[src/rtl/debounce_scan_controller_pkg.sv]
`default_nettype none
// ============================================================================
//  Module      : debounce_pkg
//  Description : Shared types and helpers for the time-shared debounce engine.
//                DEBOUNCE_TIMESTAMP_EN adds a 16-bit tick stamp to each event.
//  Revision    : 1.0 - initial release
// ============================================================================
package debounce_pkg;

    // Event channel field is sized for the largest supported channel count (32).
    localparam int c_MAX_CH_W = 5;

    typedef enum logic [0:0] {
        IDLE = 1'b0,
        SCAN = 1'b1
    } scan_state_t;

    typedef struct packed {
        logic [c_MAX_CH_W-1:0] channel;
        logic                  rise;
`ifdef DEBOUNCE_TIMESTAMP_EN
        logic [15:0]           tstamp;
`endif
    } event_t;

    // Clocks between scan ticks so DEPTH equal samples span the filter period.
    function automatic int prescale(input int filter_ns, input int clock_ns, input int depth);
        return filter_ns / clock_ns / (depth - 1);
    endfunction

endpackage
`default_nettype wire

[src/rtl/debounce_scan_controller_if.sv]
`default_nettype none
// ============================================================================
//  Module      : debounce_scan_controller_if
//  Description : Host-facing bundle: raw inputs, debounced levels, event
//                stream (valid/ready) and overflow status.
//                DEBOUNCE_TIMESTAMP_EN adds EventTime.
//  Revision    : 1.0 - initial release
// ============================================================================
interface debounce_scan_controller_if #(
    parameter int CHANNELS = 8
);
    localparam int c_CH_W = $clog2(CHANNELS);

    logic                Enable;
    logic [CHANNELS-1:0] I;
    logic [CHANNELS-1:0] O;
    logic                EventValid;
    logic                EventReady;
    logic [c_CH_W-1:0]   EventChannel;
    logic                EventRise;
    logic                Overflow;
    logic                ClearOverflow;
`ifdef DEBOUNCE_TIMESTAMP_EN
    logic [15:0]         EventTime;
`endif

    modport slave (
        input  Enable, I, EventReady, ClearOverflow,
        output O, EventValid, EventChannel, EventRise, Overflow
`ifdef DEBOUNCE_TIMESTAMP_EN
        , output EventTime
`endif
    );

    modport master (
        output Enable, I, EventReady, ClearOverflow,
        input  O, EventValid, EventChannel, EventRise, Overflow
`ifdef DEBOUNCE_TIMESTAMP_EN
        , input EventTime
`endif
    );

endinterface
`default_nettype wire

[src/rtl/debounce_scan_controller_fifo.sv]
`default_nettype none
// ============================================================================
//  Module      : debounce_event_fifo
//  Description : Single-clock event FIFO, push side with drop indication,
//                valid/ready pop side. A push into a full FIFO that is being
//                popped in the same cycle is accepted.
//  Revision    : 1.0 - initial release
// ============================================================================
module debounce_event_fifo
    import debounce_pkg::*;
#(
    parameter int FIFO_DEPTH = 8
) (
    input  wire logic   Clock,
    input  wire logic   nReset,
    input  wire logic   push_i,
    input  wire event_t push_data_i,
    output logic        drop_o,
    output logic        pop_valid_o,
    input  wire logic   pop_ready_i,
    output event_t      pop_data_o
);
    localparam int c_AW = $clog2(FIFO_DEPTH);

    if ((FIFO_DEPTH < 2) || ((1 << c_AW) != FIFO_DEPTH)) begin : g_depth_check
        $error("FIFO_DEPTH must be a power of two >= 2");
    end

    event_t          mem_q [FIFO_DEPTH];
    logic [c_AW:0]   wr_ptr_q, wr_ptr_d;
    logic [c_AW:0]   rd_ptr_q, rd_ptr_d;
    logic            empty, full, pop, push_ok;

    assign empty   = (wr_ptr_q == rd_ptr_q);
    assign full    = (wr_ptr_q[c_AW] != rd_ptr_q[c_AW]) &&
                     (wr_ptr_q[c_AW-1:0] == rd_ptr_q[c_AW-1:0]);
    assign pop     = !empty && pop_ready_i;
    assign push_ok = push_i && (!full || pop);

    assign drop_o      = push_i && full && !pop;
    assign pop_valid_o = !empty;
    assign pop_data_o  = mem_q[rd_ptr_q[c_AW-1:0]];

    // Pointer next-state; the extra MSB separates full from empty.
    always_comb begin
        wr_ptr_d = wr_ptr_q;
        rd_ptr_d = rd_ptr_q;
        if (push_ok) wr_ptr_d = wr_ptr_q + 1'b1;
        if (pop)     rd_ptr_d = rd_ptr_q + 1'b1;
    end

    // Pointer registers.
    always_ff @(posedge Clock or negedge nReset) begin
        if (!nReset) begin
            wr_ptr_q <= '0;
            rd_ptr_q <= '0;
        end else begin
            wr_ptr_q <= wr_ptr_d;
            rd_ptr_q <= rd_ptr_d;
        end
    end

    // Storage; contents are qualified by the pointers so no reset is needed.
    always_ff @(posedge Clock) begin
        if (push_ok) mem_q[wr_ptr_q[c_AW-1:0]] <= push_data_i;
    end

endmodule
`default_nettype wire

[src/rtl/debounce_scan_controller.sv]
`default_nettype none
// ============================================================================
//  Module      : debounce_scan_controller
//  Description : Time-shared debouncer. A prescaler tick starts a scan pass
//                that visits one channel per clock, shifts its history and
//                pushes level changes as events into a FIFO.
//                Optional macro DEBOUNCE_TIMESTAMP_EN stamps each event with a
//                16-bit tick count.
//  Revision    : 1.0 - initial release
// ============================================================================
module debounce_scan_controller
    import debounce_pkg::*;
#(
    parameter int CHANNELS         = 8,
    parameter int DEPTH            = 4,
    parameter int CLOCK_PERIOD_NS  = 20,
    parameter int FILTER_PERIOD_NS = 500_000,
    parameter int FIFO_DEPTH       = 8
) (
    input  wire logic                  Clock,
    input  wire logic                  nReset,
    debounce_scan_controller_if.slave  bus
);
    localparam int c_PRESCALE = prescale(FILTER_PERIOD_NS, CLOCK_PERIOD_NS, DEPTH);
    localparam int c_CH_W     = $clog2(CHANNELS);
    localparam int c_PS_W     = $clog2(c_PRESCALE);

    // A tick must never land inside a scan pass.
    if ((c_PRESCALE <= CHANNELS) || (DEPTH < 2) || (CHANNELS < 2) || (CHANNELS > 32))
    begin : g_param_check
        $error("Invalid parameters: need PRESCALE > CHANNELS, DEPTH >= 2, 2 <= CHANNELS <= 32");
    end

    logic [c_PS_W-1:0]   ps_q, ps_d;
    logic                tick;
    scan_state_t         state_q, state_d;
    logic [c_CH_W-1:0]   ch_q, ch_d;
    logic                visit;
    logic [DEPTH-1:0]    hist_q [CHANNELS];
    logic [CHANNELS-1:0] level_q;
    logic [DEPTH-1:0]    hnew;
    logic                fall_edge, rise_edge, push, drop;
    logic                overflow_q;
    logic                event_valid;
    event_t              push_data, head;
    logic                unused_head;

    // Prescaler next-state: free count while enabled, frozen otherwise.
    always_comb begin
        ps_d = ps_q;
        tick = 1'b0;
        if (bus.Enable) begin
            if (ps_q == c_PS_W'(c_PRESCALE - 1)) begin
                ps_d = '0;
                tick = 1'b1;
            end else begin
                ps_d = ps_q + 1'b1;
            end
        end
    end

    // Prescaler and scan FSM state registers.
    always_ff @(posedge Clock or negedge nReset) begin
        if (!nReset) begin
            ps_q    <= '0;
            state_q <= IDLE;
            ch_q    <= '0;
        end else begin
            ps_q    <= ps_d;
            state_q <= state_d;
            ch_q    <= ch_d;
        end
    end

    // Scan FSM: a tick starts a pass that runs to the last channel regardless of Enable.
    always_comb begin
        state_d = state_q;
        ch_d    = ch_q;
        visit   = 1'b0;
        case (state_q)
            IDLE: begin
                if (tick) begin
                    state_d = SCAN;
                    ch_d    = '0;
                end
            end
            SCAN: begin
                visit = 1'b1;
                if (ch_q == c_CH_W'(CHANNELS - 1)) state_d = IDLE;
                else                                ch_d    = ch_q + 1'b1;
            end
            default: state_d = IDLE;
        endcase
    end

    assign hnew      = {hist_q[ch_q][DEPTH-2:0], bus.I[ch_q]};
    assign fall_edge = visit && (hnew == '0) &&  level_q[ch_q];
    assign rise_edge = visit && (&hnew)      && !level_q[ch_q];
    assign push      = fall_edge || rise_edge;

    // History and debounced level of the visited channel; level follows DEPTH equal samples.
    always_ff @(posedge Clock or negedge nReset) begin
        if (!nReset) begin
            for (int k = 0; k < CHANNELS; k++) hist_q[k] <= '1;
            level_q <= '1;
        end else if (visit) begin
            hist_q[ch_q] <= hnew;
            if (fall_edge) level_q[ch_q] <= 1'b0;
            if (rise_edge) level_q[ch_q] <= 1'b1;
        end
    end

`ifdef DEBOUNCE_TIMESTAMP_EN
    logic [15:0] tick_count_q;

    // Free-running tick counter that stamps each event.
    always_ff @(posedge Clock or negedge nReset) begin
        if (!nReset)   tick_count_q <= '0;
        else if (tick) tick_count_q <= tick_count_q + 16'd1;
    end
`endif

    // Event record for the visited channel.
    always_comb begin
        push_data         = '0;
        push_data.channel = c_MAX_CH_W'(ch_q);
        push_data.rise    = rise_edge;
`ifdef DEBOUNCE_TIMESTAMP_EN
        push_data.tstamp  = tick_count_q;
`endif
    end

    debounce_event_fifo #(
        .FIFO_DEPTH (FIFO_DEPTH)
    ) u_fifo (
        .Clock       (Clock),
        .nReset      (nReset),
        .push_i      (push),
        .push_data_i (push_data),
        .drop_o      (drop),
        .pop_valid_o (event_valid),
        .pop_ready_i (bus.EventReady),
        .pop_data_o  (head)
    );

    // Sticky overflow; a drop in the same cycle wins over a clear.
    always_ff @(posedge Clock or negedge nReset) begin
        if (!nReset)                overflow_q <= 1'b0;
        else if (drop)              overflow_q <= 1'b1;
        else if (bus.ClearOverflow) overflow_q <= 1'b0;
    end

    // Upper channel bits beyond c_CH_W are always zero.
    assign unused_head = ^head.channel;

    assign bus.O            = level_q;
    assign bus.EventValid   = event_valid;
    assign bus.EventChannel = head.channel[c_CH_W-1:0];
    assign bus.EventRise    = head.rise;
    assign bus.Overflow     = overflow_q;
`ifdef DEBOUNCE_TIMESTAMP_EN
    assign bus.EventTime    = head.tstamp;
`endif

endmodule
`default_nettype wire

[src/flat_wrapper.sv]
// flat-port wrapper written by rule: the top's interface ports become plain ports
module debounce_scan_controller_flat import debounce_pkg::*;
#(
    parameter int CHANNELS         = 8,
    parameter int DEPTH            = 4,
    parameter int CLOCK_PERIOD_NS  = 20,
    parameter int FILTER_PERIOD_NS = 500_000,
    parameter int FIFO_DEPTH       = 8
)
  (Clock, nReset, bus_Enable, bus_I, bus_EventReady, bus_ClearOverflow, bus_O, bus_EventValid, bus_EventChannel, bus_EventRise, bus_Overflow);
  debounce_scan_controller_if #(.CHANNELS(CHANNELS)) bus_i ();
  input  wire logic Clock;
  input  wire logic nReset;
  input wire logic [$bits(bus_i.Enable)-1:0] bus_Enable;
  input wire logic [$bits(bus_i.I)-1:0] bus_I;
  input wire logic [$bits(bus_i.EventReady)-1:0] bus_EventReady;
  input wire logic [$bits(bus_i.ClearOverflow)-1:0] bus_ClearOverflow;
  output wire logic [$bits(bus_i.O)-1:0] bus_O;
  output wire logic [$bits(bus_i.EventValid)-1:0] bus_EventValid;
  output wire logic [$bits(bus_i.EventChannel)-1:0] bus_EventChannel;
  output wire logic [$bits(bus_i.EventRise)-1:0] bus_EventRise;
  output wire logic [$bits(bus_i.Overflow)-1:0] bus_Overflow;
  assign bus_i.Enable = bus_Enable;
  assign bus_i.I = bus_I;
  assign bus_i.EventReady = bus_EventReady;
  assign bus_i.ClearOverflow = bus_ClearOverflow;
  assign bus_O = bus_i.O;
  assign bus_EventValid = bus_i.EventValid;
  assign bus_EventChannel = bus_i.EventChannel;
  assign bus_EventRise = bus_i.EventRise;
  assign bus_Overflow = bus_i.Overflow;
  debounce_scan_controller #(.CHANNELS(CHANNELS), .DEPTH(DEPTH), .CLOCK_PERIOD_NS(CLOCK_PERIOD_NS), .FILTER_PERIOD_NS(FILTER_PERIOD_NS), .FIFO_DEPTH(FIFO_DEPTH)) u_core (.Clock(Clock), .nReset(nReset), .bus(bus_i));
endmodule
[config.mk]
export PLATFORM = sky130hd
export DESIGN_NAME = debounce_scan_controller_flat
export DESIGN_NICKNAME = d
export VERILOG_FILES = /design/src/rtl/debounce_scan_controller_pkg.sv /design/src/rtl/debounce_scan_controller_if.sv /design/src/rtl/debounce_scan_controller_fifo.sv /design/src/rtl/debounce_scan_controller.sv /design/src/flat_wrapper.sv
export SDC_FILE = /design/constraint.sdc
export NUM_CORES = 1
export LEC_CHECK = 0
export ABC_AREA = 1
export BUFFER_PORTS_ARGS = -buffer_cell sky130_fd_sc_hd__buf_4
export CAP_MARGIN = 0
export CORE_MARGIN = 5
export CORE_UTILIZATION = 64
export CTS_CLUSTER_DIAMETER = 80
export DETAILED_ROUTE_END_ITERATION = 10
export HOLD_SLACK_MARGIN = 0.06
export PLACE_DENSITY = 0.8
export RECOVER_POWER = 100
export SETUP_SLACK_MARGIN = 0.1
export SLEW_MARGIN = 15
export SYNTH_ARGS = -nofsm -noshare
export SYNTH_HDL_FRONTEND = slang
export SYNTH_HIERARCHICAL = 1
export SYNTH_SLANG_ARGS = --single-unit
[constraint.sdc]
create_clock -name Clock -period 4.65 [get_ports Clock]
set_clock_uncertainty 0.15 [all_clocks]
set_input_delay 0.2325 -clock Clock [delete_from_list [all_inputs] [get_ports Clock]]
set_output_delay 0.2325 -clock Clock [all_outputs]
set_load 0.01 [all_outputs]
==> results.env, run 1 <==
ANTENNA_FOUND_INITIAL=0
CLOCK_TREE.HTREE_LEVEL_COUNT=3
POWER-PER-CELL-AREA_mW_PER_MM2=294
CLOCK_PATH_BUFFERS=2
ROUTE.VIAS.TOTAL=3765
LAYOUT-DRIVE-GT1-SHARE=0.165
CTS.SINK_COUNT=91
POST_SYNTHESIS_NET_COUNT=572
DETAILEDROUTE.FIRSTPASSITERATIONCOUNT=6
FINAL_MIN_PERIOD_OVER_CLOCK_PERIOD=0.829
YOSYS_WARNING_COUNT=6
CTS_MADE_BUFFERS=9
GROUTE.USAGE.OVERALL=0.214
NUMBER_OF_HOLD_VIOLATIONS_IN_THE_FINAL_REPORT=0
DETAILEDPLACEMENTHPWL_UM=6920
LAYOUT.CORE_UTILIZATION=0.685
GPL.FINAL_WEIGHTED_CONGESTION=0.877
GRT_SETUP_UNREPAIRED='false'
ROUTE.FINAL.WIRE_LENGTH_UM=9890
CRITICAL_PATH_ARRIVAL_NS=3.73
DIE_SPAN_IN_Y_UM=98.1
DRTANTENNAVIOLNETS=0
FLOORPLAN.CORE_AREA_MM2=0.00765
GRT-OVFL-TOTAL=0
DRV_CAP=1
ROUTE.DETAILED.WL_PER_INST_UM=14.5
TRITONCTS='yes'
CTS_SETUP_BUFFERS=0
DIE_WIDTH_UM=98.1
DRC=0
P_LEAK_nW=2.24
FINAL_PERIOD_MINUS_WORST_SETUP_SLACK_NS=3.85
WORST_HOLD_SLACK_NS=0.276
WORST_SETUP_PATH_ENDPOINT='u_core/u_fifo/mem_q[5][0]'
INSERTEDDIODECOUNT=0
CTS.REPAIR.RESIZED=0
PEAK_VDD_IR_V=0.000234
FINAL_DESIGN_AREA_NO_FILL_MM2=0.00524
FLOORPLAN.IO_PINS=27
PLACE.DETAILED.INSTANCES=663
VIOLATION_COUNT_AFTER_THE_FIRST_DETAILED_ROUTE_ITERATION=238
ROWS=32
RUN_STATUS='finished with violations'
MAPPEDNETLISTAREA_MM2=0.00496
MULTIINPUTGATEAREA_MM2=0.00195
MAXSLEWVIOLCOUNT=60
GRT_PASS1_WL_UM=16700
FINAL.FILL_COUNT=641
FIN_TNS_SETUP_NS=0
GRT_START_MAX_NET_PINS=60
WORST-SETUP-PATH-TYPE='register to register'
CP-START-KIND='register'
DIEAREA_MM2=0.00962
CTS.CLK_SLEW.WORST_PATHS_NS=0.10
DETAIL_ROUTE.VIAS_PER_CELL=5.51
CRITPATHLAUNCH='u_core/ch_q[0]'
PLACE.PORT_BUFFERS=26
START_UTIL=0.649
TIMING.RR.END='u_core/u_fifo/mem_q[5][0]'
LAYOUT.NETS=595
NUMBER_OF_GLOBAL_ROUTE_VIAS_BEFORE_REPAIR=3566
FINAL-SEQ-AREA_MM2=0.00248
SYN-INSTANCE-COUNT=553
CRIT_FANOUT=24
WORSTPATHREQUIRED_NS=4.53
CTSROOTBUFFERMASTER='sky130_fd_sc_hd__clkbuf_8'
HOLD_PATH.CLASS='primary input to register'
SETUP_VIOLATIONS=0
AREA_GROWTH_SYN_TO_LAYOUT_PCT=5.44
PLACEDINSTANCEAREA_MM2=0.00516
R2R_CELLS=11
TIGHTESTPINTRANSITION_NS=3.10
ACHIEVABLE-FREQUENCY_MHz=259
FAILED_CHECKS='capacitance limit, slew limit'
REG2REG_SLACK_NS=0.80
SETUP.WORST_PATH.END_CLASS='register'
CLKLATENCYLATEPIN_NS=0.36
SLEW_HEADROOM=-1.07
POST_LAYOUT_NONFILLER_INSTANCES=683
CRITICAL_PATH.REG2REG.STARTPOINT='u_core/ch_q[0]'
SYN-MEAN-INSTANCE-AREA_UM2=8.98
## critical path: stages, from the launching register on
cell	delay, ns
sky130_fd_sc_hd__dfrtp_1	0.98
sky130_fd_sc_hd__clkbuf_1	0.46
sky130_fd_sc_hd__nand2_1	0.12
sky130_fd_sc_hd__nand3_1	0.10
sky130_fd_sc_hd__nand2_1	0.07
sky130_fd_sc_hd__nor2_1	0.52
sky130_fd_sc_hd__nand2_4	0.13
sky130_fd_sc_hd__nor2_8	0.20
sky130_fd_sc_hd__nand2_1	0.07
sky130_fd_sc_hd__nand2_1	0.15
sky130_fd_sc_hd__nand2_1	0.18
sky130_fd_sc_hd__nor2_1	0.38
## how the worst min path moves through the flow
stage	depth (start not counted)	end	startpoint
3_3_place_gp	1	u_core/ps_q[6]	nReset
6_report	7	u_core/hist_q[0]	bus_I[7]
4_1_cts	7	u_core/hist_q[0]	bus_I[5]
5_1_grt	7	u_core/hist_q[0]	bus_I[6]
3_5_place_dp	1	u_core/ps_q[6]	nReset
2_1_floorplan	0	u_core/bus.Overflow	nReset
## power by group
group | internal [W] | leakage (nW) | switching (W)
sequential | 0.000859 | 0.860 | 0.0000352
clock | 0.000221 | 0.101 | 0.000297
combinational | 0.0000483 | 1.28 | 0.0000765
## metal layers
layer / GRT usage / part of all wire / wire length [um] / vias to the layer above
met3: 0.0436 / 0.039 / 381 / 17
met4: 0.0650 / 0.018 / 183 / 0
met5: 0 / 0 / 0 / -
met2: 0.364 / 0.49 / 4880 / 84
met1: 0.275 / 0.45 / 4450 / 1821
li1: - / - / - / 1843
## stage by stage
step,setup slack [ns],total power (W)
4_1_cts,1.17,0.00155
5_1_grt,0.505,0.00162
6_report,0.795,0.00154
3_5_place_dp,1.20,0.00103
2_1_floorplan,2.10,0.000991
3_3_place_gp,1.34,0.00103
## state kept, by name, summed over array words and instances, names as in the netlist
name / count
u_core/u_fifo/mem_q: 32
u_core/hist_q: 24
u_core/ps_q: 14
u_core/bus.O: 8
u_core/u_fifo/rd_ptr_q: 4
u_core/u_fifo/wr_ptr_q: 4
u_core/ch_q: 3
u_core/bus.Overflow: 1
u_core/state_q: 1
## placed cells by master, fill, tap and decap left out, types with 6 or more instances in the layout
| cell type | instances |
|---|---|
| sky130_fd_sc_hd__nand2_1 | 146 |
| sky130_fd_sc_hd__inv_1 | 63 |
| sky130_fd_sc_hd__nand3_1 | 50 |
| sky130_fd_sc_hd__nor2_1 | 49 |
| sky130_fd_sc_hd__o21ai_0 | 34 |
| sky130_fd_sc_hd__edfxtp_1 | 32 |
| sky130_fd_sc_hd__dfrtp_1 | 27 |
| sky130_fd_sc_hd__dfstp_2 | 24 |
| sky130_fd_sc_hd__buf_4 | 19 |
| sky130_fd_sc_hd__clkbuf_8 | 10 |
| sky130_fd_sc_hd__nand4_1 | 9 |
| sky130_fd_sc_hd__a21oi_1 | 9 |
| sky130_fd_sc_hd__clkbuf_1 | 8 |
| sky130_fd_sc_hd__xor2_1 | 8 |
| sky130_fd_sc_hd__dfstp_1 | 8 |
| sky130_fd_sc_hd__o22ai_1 | 8 |
| sky130_fd_sc_hd__nor3_1 | 7 |
| sky130_fd_sc_hd__nand2_2 | 6 |
| sky130_fd_sc_hd__ha_1 | 6 |
## final cells by class
class                      instances  area share
sequential                        91       0.473
inverter                          70      0.0528
clock inverter                     6      0.0100
tap                              102      0.0244
timing repair buffer              31      0.0406
multi-input combinational        373       0.373
clock buffer                      10      0.0263
## timing repair
| action | 4_1_cts | 5_1_grt |
|---|---|---|
| setup endpoints to repair | 0 | 0 |
| hold endpoints to repair | 35 | 0 |
| hold buffers | 4 | 0 |
Power figures use the tool's default switching activity.
==> inputs of run 2 (changes only) <==
--- a/config.mk
+++ b/config.mk
@@ -9,11 +9,11 @@
 export BUFFER_PORTS_ARGS = -buffer_cell sky130_fd_sc_hd__buf_4
 export CAP_MARGIN = 0
 export CORE_MARGIN = 5
-export CORE_UTILIZATION = 64
+export CORE_UTILIZATION = 56
 export CTS_CLUSTER_DIAMETER = 80
 export DETAILED_ROUTE_END_ITERATION = 10
 export HOLD_SLACK_MARGIN = 0.06
-export PLACE_DENSITY = 0.8
+export PLACE_DENSITY = 0.74
 export RECOVER_POWER = 100
 export SETUP_SLACK_MARGIN = 0.1
 export SLEW_MARGIN = 15
==> constraint.sdc (replaced) <==
create_clock -name Clock -period 3.3 [get_ports Clock]
set_clock_uncertainty 0.15 [all_clocks]
set_input_delay 0.165 -clock Clock [delete_from_list [all_inputs] [get_ports Clock]]
set_output_delay 0.165 -clock Clock [all_outputs]
set_load 0.01 [all_outputs]
==> run 2 against run 1 <==
The run still ends with capacitance limit, slew limit left. Critical path depth up 3. Count of clock-buffer cells in the layout down 1. Non-clock buffer count up 3. Clock power up 52%. Via count up 0.27%. Largest cell class unchanged.
==> results.env, run 2 (same netlist as run 1, synthesis figures left out) <==
ROUTE.DETAILED.WL_PER_INST_UM=14.8
LAYOUT.CELLS.MOST_COMMON='sky130_fd_sc_hd__nand2_1'
FLOORPLAN.IO_PINS=27
DRC=0
P_LEAK_nW=2.27
SEQUENTIALPOWERSHARE=0.567
ANTENNA_FOUND_INITIAL=0
CLOCK_TREE.HTREE_LEVEL_COUNT=3
GPL.FINAL_WEIGHTED_CONGESTION=0.899
INSERTEDDIODECOUNT=0
FINAL-SEQ-AREA_MM2=0.00248
MAXSLEWVIOLCOUNT=27
CTS.CLK_SLEW.WORST_PATHS_NS=0.09
SWITCHING_POWER_AS_A_SHARE_OF_TOTAL_POWER=0.261
FINAL_MIN_PERIOD_OVER_CLOCK_PERIOD=0.889
CRITICAL_PATH_ARRIVAL_NS=2.86
GRT_PASS1_WL_UM=17900
HOLD_PATH.CLASS='primary input to register'
LARGEST_REGISTER_FF_COUNT=32
POWER-PER-CELL-AREA_mW_PER_MM2=417
GROUTE.USAGE.OVERALL=0.200
FIN_TNS_SETUP_NS=0
GRT-OVFL-TOTAL=0
AREA_GROWTH_SYN_TO_LAYOUT_PCT=7.06
P_CLK_FRAC=0.355
VIOLATION_COUNT_AFTER_THE_FIRST_DETAILED_ROUTE_ITERATION=213
SETUP_VIOLATIONS=0
SLEW_HEADROOM=-0.0564
FAILED_CHECKS='capacitance limit, slew limit'
RUN_STATUS='finished with violations'
ROUTE.FINAL.WIRE_LENGTH_UM=10200
FINAL.FILL_COUNT=779
CTS_MADE_BUFFERS=9
FLOORPLAN.CORE_AREA_MM2=0.00868
NUMBER_OF_HOLD_VIOLATIONS_IN_THE_FINAL_REPORT=0
WORST-SETUP-PATH-TYPE='register to register'
POST-ROUTE-WORST-SETUP-SLACK_NS=0.368
DIEAREA_MM2=0.0108
DIE_SPAN_IN_Y_UM=104
CP-START-KIND='register'
WORSTPATHREQUIRED_NS=3.23
PLACE.PORT_BUFFERS=26
GRT_START_MAX_NET_PINS=60
ACHIEVABLE-FREQUENCY_MHz=341
FINAL_PERIOD_MINUS_WORST_SETUP_SLACK_NS=2.93
LAYOUT.CORE_UTILIZATION=0.612
PLACEDINSTANCEAREA_MM2=0.00520
FINAL_CELL_MIX='sky130_fd_sc_hd__nand2_1, sky130_fd_sc_hd__inv_1, sky130_fd_sc_hd__nand3_1'
CTSROOTBUFFERMASTER='sky130_fd_sc_hd__clkbuf_8'
CRIT_FANOUT=9
MULTIINPUTGATEAREA_MM2=0.00197
FINAL_DESIGN_AREA_NO_FILL_MM2=0.00532
ROWS=34
NUMBER_OF_GLOBAL_ROUTE_VIAS_BEFORE_REPAIR=3741
LAYOUT.NETS=598
TIGHTESTPINTRANSITION_NS=1.57
PEAK_VDD_IR_V=0.000271
LAYOUT-DRIVE-GT1-SHARE=0.178
DETAILEDPLACEMENTHPWL_UM=7210
DETAILEDROUTE.FIRSTPASSITERATIONCOUNT=5
TRITONCTS='yes'
CLOCK_PATH_BUFFERS=2
CLKLATENCYLATEPIN_NS=0.37
ROUTE.VIAS.TOTAL=3775
GRT_SETUP_UNREPAIRED='false'
INTERNAL_CELL_POWER_W=0.00164
NET_SWITCHING_W=0.000579
WORST_SLACK_AFTER_DETAILED_PLACEMENT_NS=0.544
CTS_SETUP_BUFFERS=0
CTS.SINK_COUNT=91
LOGIC_PWR_SHARE=0.079
SETUP.WORST_PATH.END_CLASS='register'
DETAIL_ROUTE.VIAS_PER_CELL=5.46
WORST_HOLD_SLACK_NS=0.220
DRTANTENNAVIOLNETS=0
START_UTIL=0.572
DRV_CAP=3
DIE_WIDTH_UM=104
==> run 2: changes by cell type in the layout (fill, tap and decap cells not counted), sizes merged <==
cell,previous run,this run
buf,19,23
inv,74,72
clkinvlp,1,2
clkbuf,18,16
clkinv,1,2
bufinv,0,1
==> run 2: cell type report <==
cell class,count,share of cell area
flip-flops and latches,91,0.466
multi-input cells,373,0.370
inverters,70,0.0520
repair buffers,34,0.0476
well taps,108,0.0254
clock buffers,9,0.0233
clock inverters,7,0.0153
==> run 2: timing repair <==
action / CTS / global route
hold buffers: 4 / 0
gates resized for setup: 0 / 0
hold endpoints to repair: 38 / 0
==> run 2: critical path, stage by stage, from the launching register on <==
cell and delay, ns:
sky130_fd_sc_hd__dfrtp_1 0.57, sky130_fd_sc_hd__inv_4 0.11, sky130_fd_sc_hd__nor2_4 0.18, sky130_fd_sc_hd__nand3_1 0.11
sky130_fd_sc_hd__nand2_2 0.07, sky130_fd_sc_hd__nor2_1 0.10, sky130_fd_sc_hd__clkinvlp_2 0.20, sky130_fd_sc_hd__nand2_2 0.12
sky130_fd_sc_hd__nor2_8 0.15, sky130_fd_sc_hd__nand2_1 0.08, sky130_fd_sc_hd__nand2_1 0.22, sky130_fd_sc_hd__inv_1 0.10
sky130_fd_sc_hd__nor3_1 0.24, sky130_fd_sc_hd__nand2_1 0.10, sky130_fd_sc_hd__inv_1 0.14
==> run 2: worst paths after layout <==
path	from	endpoint	slack, ns	cells after the start
max in group asynchronous	nReset	u_core/ch_q[1]	1.63	2
worst min-delay path	bus_I[3]	u_core/hist_q[12]	0.22	7
min in group asynchronous	nReset	u_core/ps_q[3]	0.53	2
worst max-delay path	u_core/ch_q[2]	u_core/u_fifo/mem_q[7][0]	0.37	14
worst max register to register	u_core/ch_q[2]	u_core/u_fifo/mem_q[7][0]	0.37	14
worst min register to register	u_core/bus.O[5]	u_core/bus.O[5]	0.35	2
==> run 2: metal layers <==
layer,part of all wire,vias to the layer above,GRT usage
met1,0.45,1792,0.262
li1,-,1843,-
met5,0,-,0
met4,0.021,0,0.0694
met3,0.048,21,0.0428
met2,0.48,119,0.330
==> run 2: stage by stage <==
step                      total power, W  instances
after floorplan                  0.00140        553
after global placement           0.00145        672
after detailed placement         0.00146        672
after CTS                        0.00225        692
after global routing             0.00233        692
final                            0.00222        692
==> run 2: power by group through the flow <==
stage	registers, W	clock network, W	logic, W
after global placement	0.00128	0	0.000171
after floorplan	0.00127	0	0.000128
after detailed placement	0.00128	0	0.000176
after global routing	0.00127	0.000854	0.000207
after CTS	0.00126	0.000807	0.000182
final	0.00126	0.000788	0.000174
==> inputs of run 3 (changes only) <==
--- a/config.mk
+++ b/config.mk
@@ -8,11 +8,14 @@
 export ABC_AREA = 1
 export BUFFER_PORTS_ARGS = -buffer_cell sky130_fd_sc_hd__buf_4
 export CAP_MARGIN = 0
+export CELL_PAD_IN_SITES_DETAIL_PLACEMENT = 0
+export CELL_PAD_IN_SITES_GLOBAL_PLACEMENT = 2
 export CORE_MARGIN = 5
-export CORE_UTILIZATION = 56
+export CORE_UTILIZATION = 36
 export CTS_CLUSTER_DIAMETER = 80
 export DETAILED_ROUTE_END_ITERATION = 10
 export HOLD_SLACK_MARGIN = 0.06
+export MAX_ROUTING_LAYER = met4
 export PLACE_DENSITY = 0.74
 export RECOVER_POWER = 100
 export SETUP_SLACK_MARGIN = 0.1
==> run 3 against run 2 <==
The flow still finishes with violations (capacitance limit, slew limit). Die area up 50%. Via count is 3.5% lower. Total power is 16% higher. Count of clock-buffer cells in the layout is the same. Final cell count grew 11%. Wire length rose by 11%. Register-to-register slack better by 0.07 ns. Clock power up 43%. Worst setup slack improved by 0.065 ns. First-iteration DRC count down 1.4%. Critical path type unchanged. Critical endpoint is now u_core/u_fifo/mem_q[0][0]. Highest routed layer unchanged.
==> results.env, run 3 (same netlist as run 1, synthesis figures left out) <==
LARGEST_REGISTER_FF_COUNT=32
R2R_CELLS=12
DRV_CAP=1
DETAIL_ROUTE.VIAS_PER_CELL=4.73
TIMING.CRITICAL_PATH.DEPTH=12
HOLD_PATH.CLASS='primary input to register'
TIGHTESTPINTRANSITION_NS=1.53
AREA_GROWTH_SYN_TO_LAYOUT_PCT=12.2
CRITICAL_PATH.REG2REG.STARTPOINT='u_core/ch_q[1]'
CRIT_PATH_FREQUENT_CELL='sky130_fd_sc_hd__nand2_1'
CLKLATENCYLATEPIN_NS=0.35
PEAK_VDD_IR_V=0.000265
DIE_SPAN_IN_Y_UM=127
CRITPATHLAUNCH='u_core/ch_q[1]'
FINALPOWER_W=0.00257
FINAL_CELL_MIX='sky130_fd_sc_hd__nand2_1, sky130_fd_sc_hd__inv_1, sky130_fd_sc_hd__nand3_1'
GRT_START_MAX_NET_PINS=60
CPMAXSTAGEDELAYCELL='sky130_fd_sc_hd__dfrtp_1'
FLOORPLAN.CORE_AREA_MM2=0.0137
DRTANTENNAVIOLNETS=0
BUSIEST_LAYER='met2'
POWER-PER-CELL-AREA_mW_PER_MM2=461
PLACE.PORT_BUFFERS=26
FLOORPLAN.IO_PINS=27
GRT_SETUP_UNREPAIRED='false'
CTS.REPAIR.RESIZED=0
LAYOUT.CELLS.MOST_COMMON='sky130_fd_sc_hd__nand2_1'
CP-START-KIND='register'
CRIT_FANOUT=9
ANTENNA_FOUND_INITIAL=0
CATEGORY_OF_CELLS_ACCOUNTING_FOR_THE_LARGEST_SHARE_OF_CRITICAL_PATH_DELAY='simple AND/OR/NAND/NOR gates'
ROUTE.FINAL.WIRE_LENGTH_UM=11400
WORST_SETUP_PATH_ENDPOINT='u_core/u_fifo/mem_q[0][0]'
CRITPATHMAXSTAGEDELAY_NS=0.48
GLOBAL_ROUTE.USAGE.MET1=0.207
NUMBER_OF_HOLD_VIOLATIONS_IN_THE_FINAL_REPORT=0
LAYOUT.NETS=604
MET3_USAGE=0.0255
GRT-OVFL-TOTAL=0
FAILED_CHECKS='capacitance limit, slew limit'
CTSROOTBUFFERMASTER='sky130_fd_sc_hd__clkbuf_16'
SETUP.WORST_PATH.END_CLASS='register'
GPL.FINAL_WEIGHTED_CONGESTION=0.769
RUN_STATUS='finished with violations'
NUMBER_OF_GLOBAL_ROUTE_VIAS_BEFORE_REPAIR=3663
MAXSLEWVIOLCOUNT=60
VIOLATION_COUNT_AFTER_THE_FIRST_DETAILED_ROUTE_ITERATION=210
ROWS=43
DIEAREA_MM2=0.0162
ROUTE.VIAS.TOTAL=3643
P_LEAK_nW=2.38
GLOBALROUTEMET2UTIL=0.236
LAYOUT-DRIVE-GT1-SHARE=0.183
FIN_TNS_SETUP_NS=0
CTS.SINK_COUNT=91
WORST-SETUP-PATH-TYPE='register to register'
CRIT_CHAIN='clkbuf_1, nor2_4, nand3_1, nand2_1, nor2_4, clkinv_2, nand2_2, nor2_8, nand2_1, nand2_1, nand2_1, nor2_1'
GRT_PASS1_WL_UM=19300
CLOCK_PATH_BUFFERS=2
FINAL_MIN_PERIOD_OVER_CLOCK_PERIOD=0.869
DETAILEDROUTE.FIRSTPASSITERATIONCOUNT=4
CRITICAL_PATH_ARRIVAL_NS=2.72
ROUTE.DETAILED.WL_PER_INST_UM=14.8
DRC=0
POSTCTSHOLDBUFS=4
SLEW_HEADROOM=-0.0208
REG2REG_SLACK_NS=0.43
FINAL_PERIOD_MINUS_WORST_SETUP_SLACK_NS=2.87
TRITONCTS='yes'
ACHIEVABLE-FREQUENCY_MHz=349
CTS.CLK_SLEW.WORST_PATHS_NS=0.07
GROUTE.USAGE.OVERALL=0.155
SETUP_VIOLATIONS=0
CTS_SETUP_BUFFERS=0
INSERTEDDIODECOUNT=0
CRIT_BUF_INV=2
DETAILEDPLACEMENTHPWL_UM=8190
DIE_WIDTH_UM=127
TIMING.RR.END='u_core/u_fifo/mem_q[0][0]'
CLOCK_TREE.HTREE_LEVEL_COUNT=3
WORSTPATHREQUIRED_NS=3.16
LAYOUT.CORE_UTILIZATION=0.406
START_UTIL=0.362
CTS_MADE_BUFFERS=9
## run 3: changes by cell type in the layout (fill, tap and decap cells not counted), sizes merged
| cell | before | now |
|---|---|---|
| buf | 23 | 27 |
| bufinv | 1 | 2 |
| clkbuf | 16 | 18 |
| clkinv | 2 | 5 |
| clkinvlp | 2 | 0 |
| inv | 72 | 70 |
## run 3: worst min-delay path, cell delays in order
cell                      delay (ns)
sky130_fd_sc_hd__buf_4          0.08
sky130_fd_sc_hd__inv_1          0.03
sky130_fd_sc_hd__nand2_1        0.04
sky130_fd_sc_hd__nand3_1        0.07
sky130_fd_sc_hd__nand2_1        0.10
sky130_fd_sc_hd__nor2_4         0.06
sky130_fd_sc_hd__a21oi_1        0.13
## run 3: cell type report
cell class                 instances  area (um^2)
multi-input combinational        373         1980
inverter                          70          277
tap                              180          225
sequential                        91         2480
timing repair buffer              40          290
fill                            1419         8150
clock inverter                     7          100
clock buffer                       9          225
## run 3: per-stage QoR
stage	worst slack, ns	area, um^2	instances	hold slack (ns)
CTS	0.385	5710	770	0.202
finish	0.433	5570	770	0.202
global route	0.165	5570	770	0.243
global placement	0.503	5340	750	0.151
floorplan	0.747	4960	553	-0.281
detailed placement	0.412	5340	750	0.156
## run 3: power by group
group          internal [W]  switching [W]
clock              0.000670       0.000460
combinational     0.0000690       0.000110
sequential          0.00121      0.0000468
## run 3: how the worst min path moves through the flow
stage | endpoint | start | depth (start not counted) | slack [ns]
3_5_place_dp | u_core/u_fifo/rd_ptr_q[1] | nReset | 1 | 0.16
3_3_place_gp | u_core/u_fifo/rd_ptr_q[2] | nReset | 1 | 0.15
6_report | u_core/hist_q[20] | bus_I[7] | 7 | 0.20
5_1_grt | u_core/hist_q[20] | bus_I[6] | 7 | 0.24
2_1_floorplan | u_core/bus.Overflow | nReset | 0 | -0.28
4_1_cts | u_core/hist_q[20] | bus_I[7] | 7 | 0.20
## run 3: metal layers
layer | routed length, um | part of all wire
met5 | 0 | 0
met4 | 218 | 0.019
met3 | 271 | 0.024
met2 | 5310 | 0.47
met1 | 5590 | 0.49
